==> config.mk <==
export PLATFORM = sky130hd
export DESIGN_NAME = mem_port_arbiter
export DESIGN_NICKNAME = d
export VERILOG_FILES = /design/src/rtl/mem_port_arbiter_pkg.sv /design/src/rtl/mem_port_arbiter_rr_pick2.sv /design/src/rtl/mem_port_arbiter.sv
export SDC_FILE = /design/constraint.sdc
export NUM_CORES = 1
export LEC_CHECK = 0
export ABC_AREA = 1
export BUFFER_PORTS_ARGS = -buffer_cell sky130_fd_sc_hd__buf_2
export CAP_MARGIN = 30
export CORE_AREA = 2 2 121 123
export CTS_CLUSTER_DIAMETER = 50
export DETAILED_ROUTE_END_ITERATION = 8
export DIE_AREA = 0 0 123 125
export PLACE_DENSITY = 0.56
export SKIP_LAST_GASP = 1
export SLEW_MARGIN = 20
export SYNTH_ARGS = -nofsm -noshare
export SYNTH_HDL_FRONTEND = slang
export SYNTH_SLANG_ARGS = --single-unit
==> constraint.sdc <==
create_clock -name clk -period 0.9 [get_ports clk]
set_input_delay 0.09 -clock clk [delete_from_list [all_inputs] [get_ports clk]]
set_output_delay 0.09 -clock clk [all_outputs]
set_load 0.005 [all_outputs]
==> src/rtl/mem_port_arbiter_pkg.sv <==
// Shared encodings for the IF/MEM memory-port arbiter and the pipeline stages
// that drive it.
package mem_port_arbiter_pkg;

    typedef enum logic [1:0] {
        ARB_IDLE = 2'd0,
        ARB_ADDR = 2'd1,
        ARB_DATA = 2'd2
    } arb_state_e;

    typedef enum logic {
        OWN_INST = 1'b0,
        OWN_DATA = 1'b1
    } owner_e;

    typedef enum logic [1:0] {
        SZ_B = 2'd0,
        SZ_H = 2'd1,
        SZ_W = 2'd2
    } mem_size_e;

    // Instruction fetch has no byte enables of its own.
    localparam logic [3:0] INST_WSTRB = 4'hF;

endpackage

==> src/rtl/mem_port_arbiter_rr_pick2.sv <==
// Two-way round-robin picker: a lone requester wins; on a tie the requester
// that did not win last time is chosen.
module rr_pick2
    import mem_port_arbiter_pkg::*;
(
    input  logic [1:0] req_i,
    input  owner_e     last_i,
    output owner_e     grant_o
);

    always_comb begin
        grant_o = OWN_INST;
        case (req_i)
            2'b01:   grant_o = OWN_INST;
            2'b10:   grant_o = OWN_DATA;
            2'b11:   grant_o = (last_i == OWN_INST) ? OWN_DATA : OWN_INST;
            default: grant_o = OWN_INST;
        endcase
    end

endmodule

==> src/rtl/mem_port_arbiter.sv <==
// Shares one SRAM-like port between instruction fetch and data access, one
// outstanding transaction at a time, with round-robin tie breaking.
module mem_port_arbiter
    import mem_port_arbiter_pkg::*;
#(
    parameter int unsigned AW = 32,
    parameter int unsigned DW = 32
) (
    input  logic          clk,
    input  logic          rst,

    input  logic          inst_req,
    input  logic          inst_wr,
    input  logic [1:0]    inst_size,
    input  logic [AW-1:0] inst_addr,
    input  logic [DW-1:0] inst_wdata,
    output logic          inst_addr_ok,
    output logic          inst_data_ok,
    output logic [DW-1:0] inst_rdata,

    input  logic          data_req,
    input  logic          data_wr,
    input  logic [1:0]    data_size,
    input  logic [AW-1:0] data_addr,
    input  logic [DW-1:0] data_wdata,
    input  logic [3:0]    data_wstrb,
    output logic          data_addr_ok,
    output logic          data_data_ok,
    output logic [DW-1:0] data_rdata,

    output logic          mem_req,
    output logic          mem_wr,
    output logic [1:0]    mem_size,
    output logic [AW-1:0] mem_addr,
    output logic [DW-1:0] mem_wdata,
    output logic [3:0]    mem_wstrb,
    input  logic          mem_addr_ok,
    input  logic          mem_data_ok,
    input  logic [DW-1:0] mem_rdata
);

    arb_state_e state_q, state_d;
    owner_e     owner_q, owner_d;
    owner_e     last_q,  last_d;
    owner_e     pick;
    logic       any_req;
    logic       addr_hs;
    logic       data_hs;

    assign any_req = inst_req | data_req;

    rr_pick2 u_pick (
        .req_i   ({data_req, inst_req}),
        .last_i  (last_q),
        .grant_o (pick)
    );

    always_ff @(posedge clk) begin
        if (rst) begin
            state_q <= ARB_IDLE;
            owner_q <= OWN_INST;
            last_q  <= OWN_INST;
        end else begin
            state_q <= state_d;
            owner_q <= owner_d;
            last_q  <= last_d;
        end
    end

    always_comb begin
        state_d = state_q;
        owner_d = owner_q;
        last_d  = last_q;
        case (state_q)
            ARB_IDLE: begin
                if (any_req) begin
                    state_d = ARB_ADDR;
                    owner_d = pick;
                    last_d  = pick;
                end
            end
            ARB_ADDR: begin
                if (mem_addr_ok) begin
                    state_d = ARB_DATA;
                end
            end
            ARB_DATA: begin
                // Re-arbitrate on the completing cycle so a waiting requester
                // is presented on the very next cycle.
                if (mem_data_ok) begin
                    if (any_req) begin
                        state_d = ARB_ADDR;
                        owner_d = pick;
                        last_d  = pick;
                    end else begin
                        state_d = ARB_IDLE;
                    end
                end
            end
            default: state_d = ARB_IDLE;
        endcase
    end

    assign mem_req = (state_q == ARB_ADDR);
    assign addr_hs = (state_q == ARB_ADDR) && mem_addr_ok;
    assign data_hs = (state_q == ARB_DATA) && mem_data_ok;

    always_comb begin
        mem_wr    = inst_wr;
        mem_size  = inst_size;
        mem_addr  = inst_addr;
        mem_wdata = inst_wdata;
        mem_wstrb = INST_WSTRB;
        if (owner_q == OWN_DATA) begin
            mem_wr    = data_wr;
            mem_size  = data_size;
            mem_addr  = data_addr;
            mem_wdata = data_wdata;
            mem_wstrb = data_wstrb;
        end
    end

    always_comb begin
        inst_addr_ok = addr_hs && (owner_q == OWN_INST);
        inst_data_ok = data_hs && (owner_q == OWN_INST);
        data_addr_ok = addr_hs && (owner_q == OWN_DATA);
        data_data_ok = data_hs && (owner_q == OWN_DATA);
        inst_rdata   = inst_data_ok ? mem_rdata : '0;
        data_rdata   = data_data_ok ? mem_rdata : '0;
    end

endmodule

* Word-level counts from Yosys, hierarchy flattened
Index checks and enable logic that the tools add are counted.
Word-level totals: register bits 4, input port bits 176, word-level logic and storage cells 42
Operators by class: reductions and logical operators 10, bitwise logic cells 2, multiplexer cells 20, equal/unequal tests 7
Operator list (number):
- 2-to-1 mux 32 bit | 4
- 2-to-1 mux 2 bit | 4
- 2-to-1 mux 1 bit | 7
- equality test 2 bit (second input constant) | 3
- logical AND 1 bit | 6
- case mux 1 bit (2 select lines) | 3
- case mux 2 bit (3 select lines) | 1
- 2-to-1 mux 4 bit | 1
- != test 2 bit (second input constant) | 2
- AND reduction 3 bit | 1
- equality test 2 x 1 -> 1 bit (second input constant) | 1
- logical NOT 2 bit | 1
- != test 2 x 1 -> 1 bit (second input constant) | 1
- AND reduction 2 bit | 1
- nonzero test 2 bit | 1
- NOT 1 bit | 1
- OR 1 bit | 1

* Depth between registers and ports, before layout
Gate-level depths: netlist of run 1.
word-level depth 5, mapped depth 6

* Hierarchy
From an unflattened synthesis of run 1, not the netlist that was laid out.
Unflattened totals: cell total of the unflattened synthesis 352, area total of the unflattened synthesis 1581.5 µm²
By module, submodules not included:
- mem_port_arbiter | times used 1, cells each 350, sequential area each 60.1 µm², area an instance 1569.0 µm²
- rr_pick2 | times used 1, cells each 2, sequential area each 0.0 µm², area an instance 12.5 µm²

* Least setup slack after synthesis of run 1
OpenSTA, ideal clock, no wires.
kind register to output, start point reg owner_q, end point out inst_rdata[10], arrival time 0.909 ns, setup slack -0.099 ns, buffers on the path 2, stages on the path, launching flop included 6, cell sequence dfxtp_1 -> buf_4 -> inv_4 -> nand4_4 -> buf_6 -> nor2_1
On the way: word-level cells in the longest chain between the ends 3
RTL lines:
- from (decl) | line mem_port_arbiter.sv:43 | owner_e owner_q, owner_d;
- from (signal assigned) | line mem_port_arbiter.sv:65 | owner_q <= owner_d;
- NOT 1 bit | line mem_port_arbiter.sv:125 | inst_data_ok = data_hs && (owner_q == OWN_INST);
- logical AND 1 bit | line mem_port_arbiter.sv:125
- 2-to-1 mux 32 bit | line mem_port_arbiter.sv:128 | inst_rdata = inst_data_ok ? mem_rdata : '0;
- to (decl) | line mem_port_arbiter.sv:19 | output logic [DW-1:0] inst_rdata,
Every way passes these cells.

* Worst setup path after layout of run 1
start point reg owner_q, end point out mem_addr[5]
On the way: word-level cells in the longest chain between the ends 1
RTL lines:
- 2-to-1 mux 32 bit | line mem_port_arbiter.sv:114 | if (owner_q == OWN_DATA) begin
- to (decl) | line mem_port_arbiter.sv:34 | output logic [AW-1:0] mem_addr,
Every way passes these cells.

==> run_results.csv, run 1 <==
group,metric,value,unit
outcome,status,"finished, violations left",
outcome,violations,"negative setup slack",
power_and_ir_drop,fin_total_pwr,2.77,mW
sta,tns,-53440,ps
synth,synth-seq-cells,3,
clock_network,cts_buffer_depth,2,
layout,multiInputGateArea,0.00137,mm^2
routing,routed_wl,9170,um
layout,area_delta_synth_final,165,%
power_and_ir_drop,clkPwrFrac,25.7,%
clock_network,clockRootBuffer,"clkbuf_16",
layout,design_area,0.00398,mm^2
sta,slew_viol_final,0,
synth,yosys.area.top_type_share,51.7,%
power_and_ir_drop,p_int,1.72,mW
critical_path,critPathArrivalTime,1250,ps
critical_path,crit_path_start_kind,"register",
synth,yosys_warnings,0,
die,die_h,125,um
synth,synth.avg_cell_area,4.28,um^2
synth,synth_fp_nets,527,
grt,grt_pass1_vias,2783,
critical_path,critical_path_peak_fanout,7,
die,core,0.0142,mm^2
layout,nets,865,
clock_network,hold_buffers,0,
synth,synth_ff_type,"dfxtp_1",
critical_path,end_kind,"output pin",
critical_path,crit_type,"reg -> out",
placed_design,dpl_cell_area,0.00361,mm^2
routing,drc_errors,0,
die,rows,44,
grt,gr-total-overflow,0,
placed_design,io_buffers,315,
grt,grt_pass1_wl,12900,um
sta,finClkSkew,0.0537,ps
sta,relSlewSlack,85.7,%
synth,yosysMostFrequentCell,"nand2_1",
routing,via_count,3195,
synth,synth_async_sr_flop_share,0,%
clock_network,cts_tree,"yes",
placed_design,hpwl,7420,um
die,dieArea,0.0154,mm^2
critical_path,rrSetupSlack,-120,ps
power_and_ir_drop,leakage,2.67,nW
synth,synth_area_leaders,"nand2_1 52%, nor2_1 16%, inv_1 9.7%",
grt,antenna_found_initial,1,
clock_network,insertion_delay,220,ps
synth,synth.cell_area,0.00150,mm^2
sta,max_freq,0.747,GHz
power_and_ir_drop,power_frac_seq,6.0,%
synth,synth_edf_count,0,
die,start_util,10.6,%
routing,vias_per_cell,3.66,
synth,synth.distinct_cells,14,
power_and_ir_drop,switching_share,38.1,%
sta,grt_setup_unrepaired,"true",
clock_network,cts_buffers,3,
synth,synthCells,351,
grt,track_usage,10.6,%
sta,worst_slew_pin_slew,215,ps
placed_design,place_congestion,0.756,
clock_network,cts.htree.levels,1,
layout,register_area,68.8,um^2
sta,period_needed,1340,ps
routing,dr.pass1.iters,4,
sta,setup_ws,-439,ps
routing,first_iter_violations,69,
clock_network,cts.sinks,3,
synth,synth_top_area_cell,"nand2_1",
layout,layout-drive-gt1-share,62.2,%
sta,setup_viol,143,
routing,antenna_left,0,
critical_path,crit_required,810,ps
grt,grt_max_degree,39,
power_and_ir_drop,powerDensity,697,mW/mm^2
synth,synthTopCellsByCount,"207 x nand2_1, 65 x nor2_1, 39 x inv_1",
job,maxCapViolCount,0,
worst_hold_path,hold_path_class,"in -> reg",
sta,min_period_over_period,149,%
clock_network,clk_pin_slew_worst_paths,30,ps
power_and_ir_drop,switchingPower,1.05,mW
layout,fill_cells,1636,
layout,layout.cells.non_filler,873,
synth,ys_seq_area_share,4.00,%
sta,finalHoldViolCount,0,
power_and_ir_drop,ir_drop,0.620,mV
die,die_x,123,um
power_and_ir_drop,power_frac_comb,68.3,%
layout,utilization,28.0,%
routing,wl_per_cell,10.5,um
placed_design,dp.cells,859,
die,ios,316,
-- kinds of logic after synthesis --
family | Yosys count | share of synthesized area (%)
and+or+nand+nor | 283 | 74.5
DFF | 3 | 4.00
AOI/OAI and AO/OA | 4 | 1.33
buffers and inverters | 61 | 20.2
-- repair_timing --
item,CTS,global route
buffers inserted,4,1
gates resized for setup,22,18
setup endpoints to repair,143,143
pin swaps,3,3
gates cloned,2,2
-- flip-flops by register name (all words and copies together) (netlist names) --
register and flops:
owner_q 1, state_q 2
-- final cells by class --
class / instances / area share, %
Antenna cell: 1 / 0.0629
Multi-Input combinational cell: 287 / 34.3
Timing Repair Buffer: 354 / 52.1
Sequential cell: 3 / 1.73
Clock buffer: 4 / 1.98
Inverter: 40 / 3.96
Tap cell: 184 / 5.79
-- worst paths after layout --
| check | start | depth (start not counted) | endpoint |
|---|---|---|---|
| worst max-delay path | owner_q$_SDFFE_PP0P_ | 6 | mem_addr[5] |
| worst min-delay path | rst | 2 | state_q[1]$_SDFFE_PP0P_ |
| worst max register to register | state_q[1]$_SDFFE_PP0P_ | 5 | state_q[1]$_SDFFE_PP0P_ |
| worst min register to register | state_q[0]$_SDFFE_PP0P_ | 3 | state_q[0]$_SDFFE_PP0P_ |
-- layout by cell type (no fill, tap or decap) --
master / n
a21oi_1: 3
a21oi_2: 1
buf_12: 8
buf_16: 2
buf_2: 314
buf_4: 21
buf_6: 7
clkbuf_1: 1
clkbuf_16: 5
dfxtp_2: 1
dfxtp_4: 2
diode_2: 1
inv_1: 38
inv_4: 1
inv_6: 1
nand2_1: 194
nand2_2: 13
nand3_1: 1
nand4_4: 2
nor2_1: 23
nor2_2: 29
nor2_4: 16
or2_2: 3
or2_4: 2
-- per-stage QoR --
stage	setup WS, ps	hold WS [ps]
CTS	-452	51.7
detailed placement	-243	282
floorplan	-53.2	152
global route	-521	70.7
finish	-439	54.8
global placement	-235	287
-- power by group through the flow --
stage / Sequential (mW) / Clock (mW) / Combinational [mW]
after global placement: 0.166 / 0 / 1.67
after global routing: 0.168 / 0.739 / 2.12
after CTS: 0.166 / 0.723 / 1.84
final: 0.165 / 0.712 / 1.89
after detailed placement: 0.167 / 0 / 1.68
after floorplan: 0.156 / 0 / 0.734
-- worst max-delay path, stage by stage (launching register included) --
cell	delay [ps]
dfxtp_4	360
buf_4	140
buf_12	130
clkbuf_16	160
nand2_1	60
nand2_1	50
buf_2	120
-- metal layers --
metal  wire length (um)  up-vias  track usage, %
met5                  0        -               0
met4                 70        0            2.87
met3                900        5            1.32
met2               4900      193            21.6
met1               3300     1316            10.8
li1                   -     1681               -
Note: power is estimated with default switching activity, not from simulation.
==> inputs of run 2 (changes only) <==
--- a/config.mk
+++ b/config.mk
@@ -8,11 +8,10 @@
 export ABC_AREA = 1
 export BUFFER_PORTS_ARGS = -buffer_cell sky130_fd_sc_hd__buf_2
 export CAP_MARGIN = 30
-export CORE_AREA = 2 2 121 123
+export CORE_AREA = 2 2 124 126
 export CTS_CLUSTER_DIAMETER = 50
 export DETAILED_ROUTE_END_ITERATION = 8
-export DIE_AREA = 0 0 123 125
-export PLACE_DENSITY = 0.56
+export DIE_AREA = 0 0 126 128
 export SKIP_LAST_GASP = 1
 export SLEW_MARGIN = 20
 export SYNTH_ARGS = -nofsm -noshare
==> constraint.sdc (replaced) <==
create_clock -name clk -period 1.29 [get_ports clk]
set_input_delay 0.129 -clock clk [delete_from_list [all_inputs] [get_ports clk]]
set_output_delay 0.129 -clock clk [all_outputs]
set_load 0.005 [all_outputs]
==> run 2 against run 1 <==
  * The flow still finishes with violations (negative setup slack)
  * Sequential power shrank 27%
  * Count of clock-buffer cells in the layout is the same
  * Clock power shrank 32%
  * Combinational power shrank 8%
  * Register-to-register slack gained 90 ps
  * Sequential cell count is the same
  * Critical path type unchanged
  * Critical endpoint is now data_rdata[14]
==> run_results.csv, run 2 (synthesis results as in run 1) <==
group,metric,value,unit
outcome,status,"finished, violations left",
outcome,violations,"negative setup slack",
critical_path,critical_path_peak_fanout,4,
clock_network,cts_buffers,3,
sta,worst_slew_pin_slew,255,ps
critical_path,crit_top_cell,"buf_12",
worst_hold_path,worstHoldEndpoint,"state_q[1]$_SDFFE_PP0P_",
worst_hold_path,hold_start,"rst",
clock_network,clk_pin_slew_worst_paths,30,ps
clock_network,insertion_delay,220,ps
layout,fill_cells,1642,
routing,drc_errors,0,
layout,layout.cells.most_common,"buf_2",
clock_network,cts.sinks,3,
grt,gr-total-overflow,0,
sta,finClkSkew,0.0977,ps
job,maxCapViolCount,0,
die,die_x,126,um
sta,tns,-13120,ps
routing,dr.pass1.iters,4,
critical_path,crit_chain,"inv_4 > buf_12 > buf_12 > nand4_2 > nor2_2 > buf_2",
clock_network,cts.htree.levels,1,
routing,wl_per_cell,13.9,um
sta,grt_setup_unrepaired,"true",
worst_hold_path,hold_path_class,"in -> reg",
die,core,0.0149,mm^2
routing,vias_per_cell,3.81,
layout,regMostFlops,"state_q",
critical_path,crit_required,1160,ps
critical_path,max_stage_delay,320,ps
layout,most-common-layout-cells,"309 x buf_2, 160 x nand2_1, 37 x inv_1, 36 x nor2_1, 29 x nand2_2",
power_and_ir_drop,powerDensity,510,mW/mm^2
layout,largest_reg_flops,2,
placed_design,hpwl,7400,um
layout,reg_top3,"state_q (2), owner_q (1)",
clock_network,clockRootBuffer,"clkbuf_16",
die,dieArea,0.0161,mm^2
clock_network,hold_buffers,0,
sta,max_freq,0.678,GHz
grt,grt_pass1_wl,15400,um
placed_design,io_buffers,315,
grt,grt_pass1_vias,2986,
sta,relSlewSlack,83.0,%
clock_network,cts_tree,"yes",
critical_path,rrSetupSlack,-30,ps
routing,via_count,3391,
routing,first_iter_violations,118,
die,rows,45,
critical_path,end_kind,"output pin",
critical_path,critical_path.top_delay_family,"buffers and inverters",
critical_path,reg2regPathDepth,9,
critical_path,crit_type,"reg -> out",
sta,finalHoldViolCount,0,
layout,nets,878,
die,die_h,128,um
power_and_ir_drop,ir_drop,0.344,mV
layout,multiInputGateArea,0.00154,mm^2
placed_design,place_congestion,0.763,
layout,register_area,68.8,um^2
grt,grt_max_degree,36,
sta,min_period_over_period,114,%
clock_network,cts_buffer_depth,2,
grt,antenna_found_initial,0,
sta,setup_viol,138,
critical_path,r2r_end,"owner_q$_SDFFE_PP0P_",
critical_path,critPathArrivalTime,1350,ps
worst_hold_path,worstHoldPathCells,2,
layout,diodes,0,
power_and_ir_drop,leakage,2.99,nW
sta,setup_ws,-185,ps
routing,routed_wl,12300,um
critical_path,r2r_start,"owner_q$_SDFFE_PP0P_",
critical_path,cp.buffers_inverters,4,
power_and_ir_drop,fin_total_pwr,2.34,mW
layout,layout-drive-gt1-share,65.9,%
die,ios,316,
sta,period_needed,1470,ps
routing,antenna_left,0,
die,start_util,10.1,%
critical_path,cp_slowest_cell,"dfxtp_2",
grt,track_usage,12.1,%
layout,area_delta_synth_final,206,%
critical_path,crit_path_start_kind,"register",
sta,slew_viol_final,0,
## run 2: cell count changes in the layout (fill, tap and decap cells not counted), sizes merged
cell    previous run  this run
clkinv             0         2
bufbuf             0         1
inv               40        38
diode              1         0
nand4              2         3
buf              352       359
clkbuf             6        10
## run 2: how the worst max path moves through the flow
| stage | slack, ps | endpoint | from | cells after the start |
|---|---|---|---|---|
| after floorplan | 250 | inst_rdata[10] | owner_q$_SDFFE_PP0P_ | 5 |
| after global placement | 7 | data_addr_ok | state_q[0]$_SDFFE_PP0P_ | 6 |
| after detailed placement | -4 | inst_addr_ok | state_q[0]$_SDFFE_PP0P_ | 6 |
| after CTS | -140 | inst_rdata[8] | state_q[0]$_SDFFE_PP0P_ | 6 |
| after global routing | -210 | data_rdata[14] | state_q[0]$_SDFFE_PP0P_ | 6 |
| final | -180 | data_rdata[14] | state_q[0]$_SDFFE_PP0P_ | 6 |
## run 2: power breakdown
group | switching, mW | internal (mW) | total (mW) | leakage [nW]
combinational | 0.814 | 0.920 | 1.73 | 2.93
clock | 0.0783 | 0.407 | 0.486 | 0.0382
sequential | 0.0181 | 0.102 | 0.120 | 0.0264
## run 2: layout make-up
cell class,instances,share of cell area [%]
multi-input combinational,288,33.6
timing repair buffer,366,54.4
tap,188,5.12
inverter,40,3.71
sequential,3,1.50
clock buffer,4,1.72
## run 2: timing repair
item,CTS,global route
setup buffers,19,3
cloned,10,8
setup endpoints to repair,136,139
pin swaps,17,33
resized for setup,48,112
## run 2: routing by layer
metal / wire length, um / up-vias / share of wire, % / global-route usage (%)
li1: - / 1713 / - / -
met1: 4550 / 1460 / 37 / 13.8
met2: 6530 / 203 / 53 / 23.7
met3: 990 / 15 / 8.0 / 1.63
met4: 260 / 0 / 2.1 / 2.91
met5: 0 / - / 0 / 0
## run 2: through the flow
step / hold WS [ps] / instance area [um^2] / utilization, % / setup slack (ps) / instances
floorplan: 198 / 1500 / - / 252 / 351
global placement: 351 / 3300 / 22.2 / 6.88 / 845
detailed placement: 358 / 3300 / 22.2 / -4.30 / 845
CTS: 121 / 3980 / 26.8 / -138 / 878
global route: 133 / 4590 / 30.9 / -211 / 889
finish: 121 / 4590 / 30.9 / -185 / 889
==> inputs of run 3 (changes only) <==
--- a/config.mk
+++ b/config.mk
@@ -5,7 +5,7 @@
 export SDC_FILE = /design/constraint.sdc
 export NUM_CORES = 1
 export LEC_CHECK = 0
-export ABC_AREA = 1
+export ABC_AREA = 0
 export BUFFER_PORTS_ARGS = -buffer_cell sky130_fd_sc_hd__buf_2
 export CAP_MARGIN = 30
 export CORE_AREA = 2 2 124 126
==> run 3 against run 2 <==
  * The run still ends with negative setup slack left
  * Sequential power grew 7%
  * Synthesized area fell by 4.6%
  * First-iteration DRC count fell by 61%
  * Clock power is 1% higher
  * Non-clock buffer count decreased by 16
  * Core utilization is 2.4 points higher
  * Clock skew hardly changed
  * Design area is 7.8% higher
  * Via count is 22% lower
  * Synthesized cell count fell by 52%
  * Routed wire length is 8.1% lower
  * Largest cell class unchanged
==> run_results.csv, run 3 <==
group,metric,value,unit
synth,synth.cell_area,0.00143,mm^2
placed_design,place_congestion,0.816,
sta,relSlewSlack,81.4,%
layout,layout.cells.non_filler,698,
layout,utilization,33.3,%
synth,synth.avg_cell_area,8.43,um^2
die,die_h,128,um
clock_network,cts_buffer_depth,2,
die,rows,45,
synth,yosys.area.top_type_share,52.7,%
power_and_ir_drop,leakage,2.68,nW
routing,wl_per_cell,16.2,um
die,core,0.0149,mm^2
synth,synthCells,170,
clock_network,cts.htree.levels,1,
grt,grt_pass1_vias,2495,
routing,vias_per_cell,3.80,
placed_design,io_buffers,315,
clock_network,cts_buffers,3,
die,start_util,9.64,%
routing,dr.pass1.iters,4,
critical_path,max_stage_delay,400,ps
synth,synth.distinct_cells,17,
grt,antenna_found_initial,1,
synth,synth_area_leaders,"mux2_2 53%, and2_1 28%, dfxtp_1 4.2%",
outcome,status,"finished, violations left",
power_and_ir_drop,powerDensity,504,mW/mm^2
synth,synth_ff_type,"dfxtp_1",
clock_network,cts_tree,"yes",
layout,layout.cells.most_common,"buf_2",
sta,period_needed,1520,ps
worst_hold_path,hold_path_class,"in -> reg",
synth,yosys_warnings,0,
grt,grt_pass1_wl,13300,um
sta,finalHoldViolCount,0,
sta,grt_setup_unrepaired,"true",
power_and_ir_drop,ir_drop,0.243,mV
clock_network,insertion_delay,220,ps
routing,antenna_left,0,
grt,grt_max_degree,34,
sta,slew_viol_final,0,
placed_design,hpwl,7130,um
routing,via_count,2649,
critical_path,crit_chain,"buf_12 > buf_16 > mux2_4 > buf_6",
sta,setup_ws,-234,ps
clock_network,clockRootBuffer,"clkbuf_16",
die,ios,316,
synth,synth_async_sr_flop_share,0,%
routing,first_iter_violations,46,
synth,synth_top_area_cell,"mux2_2",
sta,finClkSkew,0.409,ps
layout,reg_top3,"state_q (2), owner_q (1)",
sta,max_freq,0.656,GHz
sta,setup_viol,140,
synth,synth-seq-cells,3,
layout,most-common-layout-cells,"210 x buf_2, 110 x buf_6, 67 x mux2_4, 39 x and2_4, 25 x and2_1",
synth,synth_edf_count,0,
critical_path,crit_required,1160,ps
critical_path,cp_slowest_cell,"dfxtp_4",
sta,worst_slew_pin_slew,276,ps
layout,diodes,0,
grt,track_usage,10.6,%
placed_design,place_ws,-37.2,ps
layout,design_area,0.00495,mm^2
critical_path,critical_path_peak_fanout,6,
critical_path,crit_path_start_kind,"register",
sta,min_period_over_period,118,%
synth,yosysMostFrequentCell,"mux2_2",
layout,largest_reg_flops,2,
critical_path,critPathArrivalTime,1400,ps
layout,regMostFlops,"state_q",
clock_network,clk_pin_slew_worst_paths,30,ps
placed_design,dp.cells,667,
power_and_ir_drop,fin_total_pwr,2.49,mW
die,die_x,126,um
placed_design,dpl_cell_area,0.00326,mm^2
grt,gr-total-overflow,0,
outcome,violations,"negative setup slack",
layout,area_delta_synth_final,246,%
die,dieArea,0.0161,mm^2
critical_path,crit_type,"reg -> out",
routing,routed_wl,11300,um
clock_network,cts.sinks,3,
critical_path,end_kind,"output pin",
synth,ys_seq_area_share,4.19,%
layout,nets,687,
routing,drc_errors,0,
synth,synth_fp_nets,346,
synth,synthTopCellsByCount,"67 x mux2_2, 64 x and2_1, 6 x buf_2, 6 x buf_4, 6 x nand2b_1",
layout,layout-drive-gt1-share,92.4,%
job,maxCapViolCount,0,
## run 3: changes by cell type after synthesis, sizes merged, moves of 2 or more
| cell | previous run | this run |
|---|---|---|
| mux2 | 0 | 67 |
| nand2 | 207 | 3 |
| buf | 16 | 12 |
| nor2 | 68 | 3 |
| or2 | 5 | 0 |
| nor2b | 0 | 2 |
| nand4 | 2 | 0 |
| nand2b | 0 | 6 |
| clkbuf | 5 | 2 |
| a21oi | 4 | 2 |
| and2 | 0 | 64 |
| inv | 40 | 0 |
## run 3: layout make-up
class | instances | area (um^2)
fill | 1523 | 9910
timing repair buffer | 350 | 2870
multi-input combinational | 153 | 1700
tap | 188 | 235
clock buffer | 4 | 78.8
sequential | 3 | 68.8
## run 3: critical path, delay by kind of cell (launching register included)
kind | cells | cell delay (ps)
flops | 1 | 400
buf+inv | 3 | 440
mux | 1 | 320
## run 3: routing by layer
layer  part of all wire [%]  global-route usage (%)
met5                   0.11                       0
met4                   0.60                    2.20
met3                    5.7                    2.21
met2                     56                    20.1
met1                     37                    12.3
## run 3: cells by family after synthesis
family	count (synthesis)	synth area share, %
and+or+nand+nor	82	35.7
DFF	3	4.19
buffers and inverters	14	5.76
AOI/OAI and AO/OA	4	1.66
muxes	67	52.7
## run 3: timing repair
item                                    CTS  global route
hold buffers                              0             0
hold endpoints to repair                  0             0
cloned                                    7             8
buffers inserted                          9             5
endpoints found under the setup margin  136           140
gates resized for setup                  90           161
pin swaps                                 8            36
## run 3: path summary, 6_finish.rpt
| kind | from | to | slack, ps | cells past startpoint |
|---|---|---|---|---|
| setup / recovery | owner_q$_SDFFE_PP0P_ | mem_addr[3] | -230 | 4 |
| hold / removal | rst | owner_q$_SDFFE_PP0P_ | 110 | 2 |
| setup reg to reg | owner_q$_SDFFE_PP0P_ | owner_q$_SDFFE_PP0P_ | -30 | 4 |
| hold reg to reg | state_q[0]$_SDFFE_PP0P_ | owner_q$_SDFFE_PP0P_ | 600 | 2 |
## run 3: stage by stage
step / hold slack [ps] / TNS [ps]
4_1_cts: 109 / -24510
2_1_floorplan: 198 / 0
5_1_grt: 123 / -30100
6_report: 112 / -25120
3_5_place_dp: 339 / -125
3_3_place_gp: 343 / -117
## run 3: power breakdown
| part | total [mW] | internal (mW) | leakage (nW) | switching (mW) |
|---|---|---|---|---|
| Sequential | 0.128 | 0.105 | 0.0264 | 0.0226 |
| Combinational | 1.87 | 1.26 | 2.62 | 0.615 |
| Clock | 0.491 | 0.408 | 0.0382 | 0.0835 |
| Total | 2.49 | 1.77 | 2.68 | 0.721 |
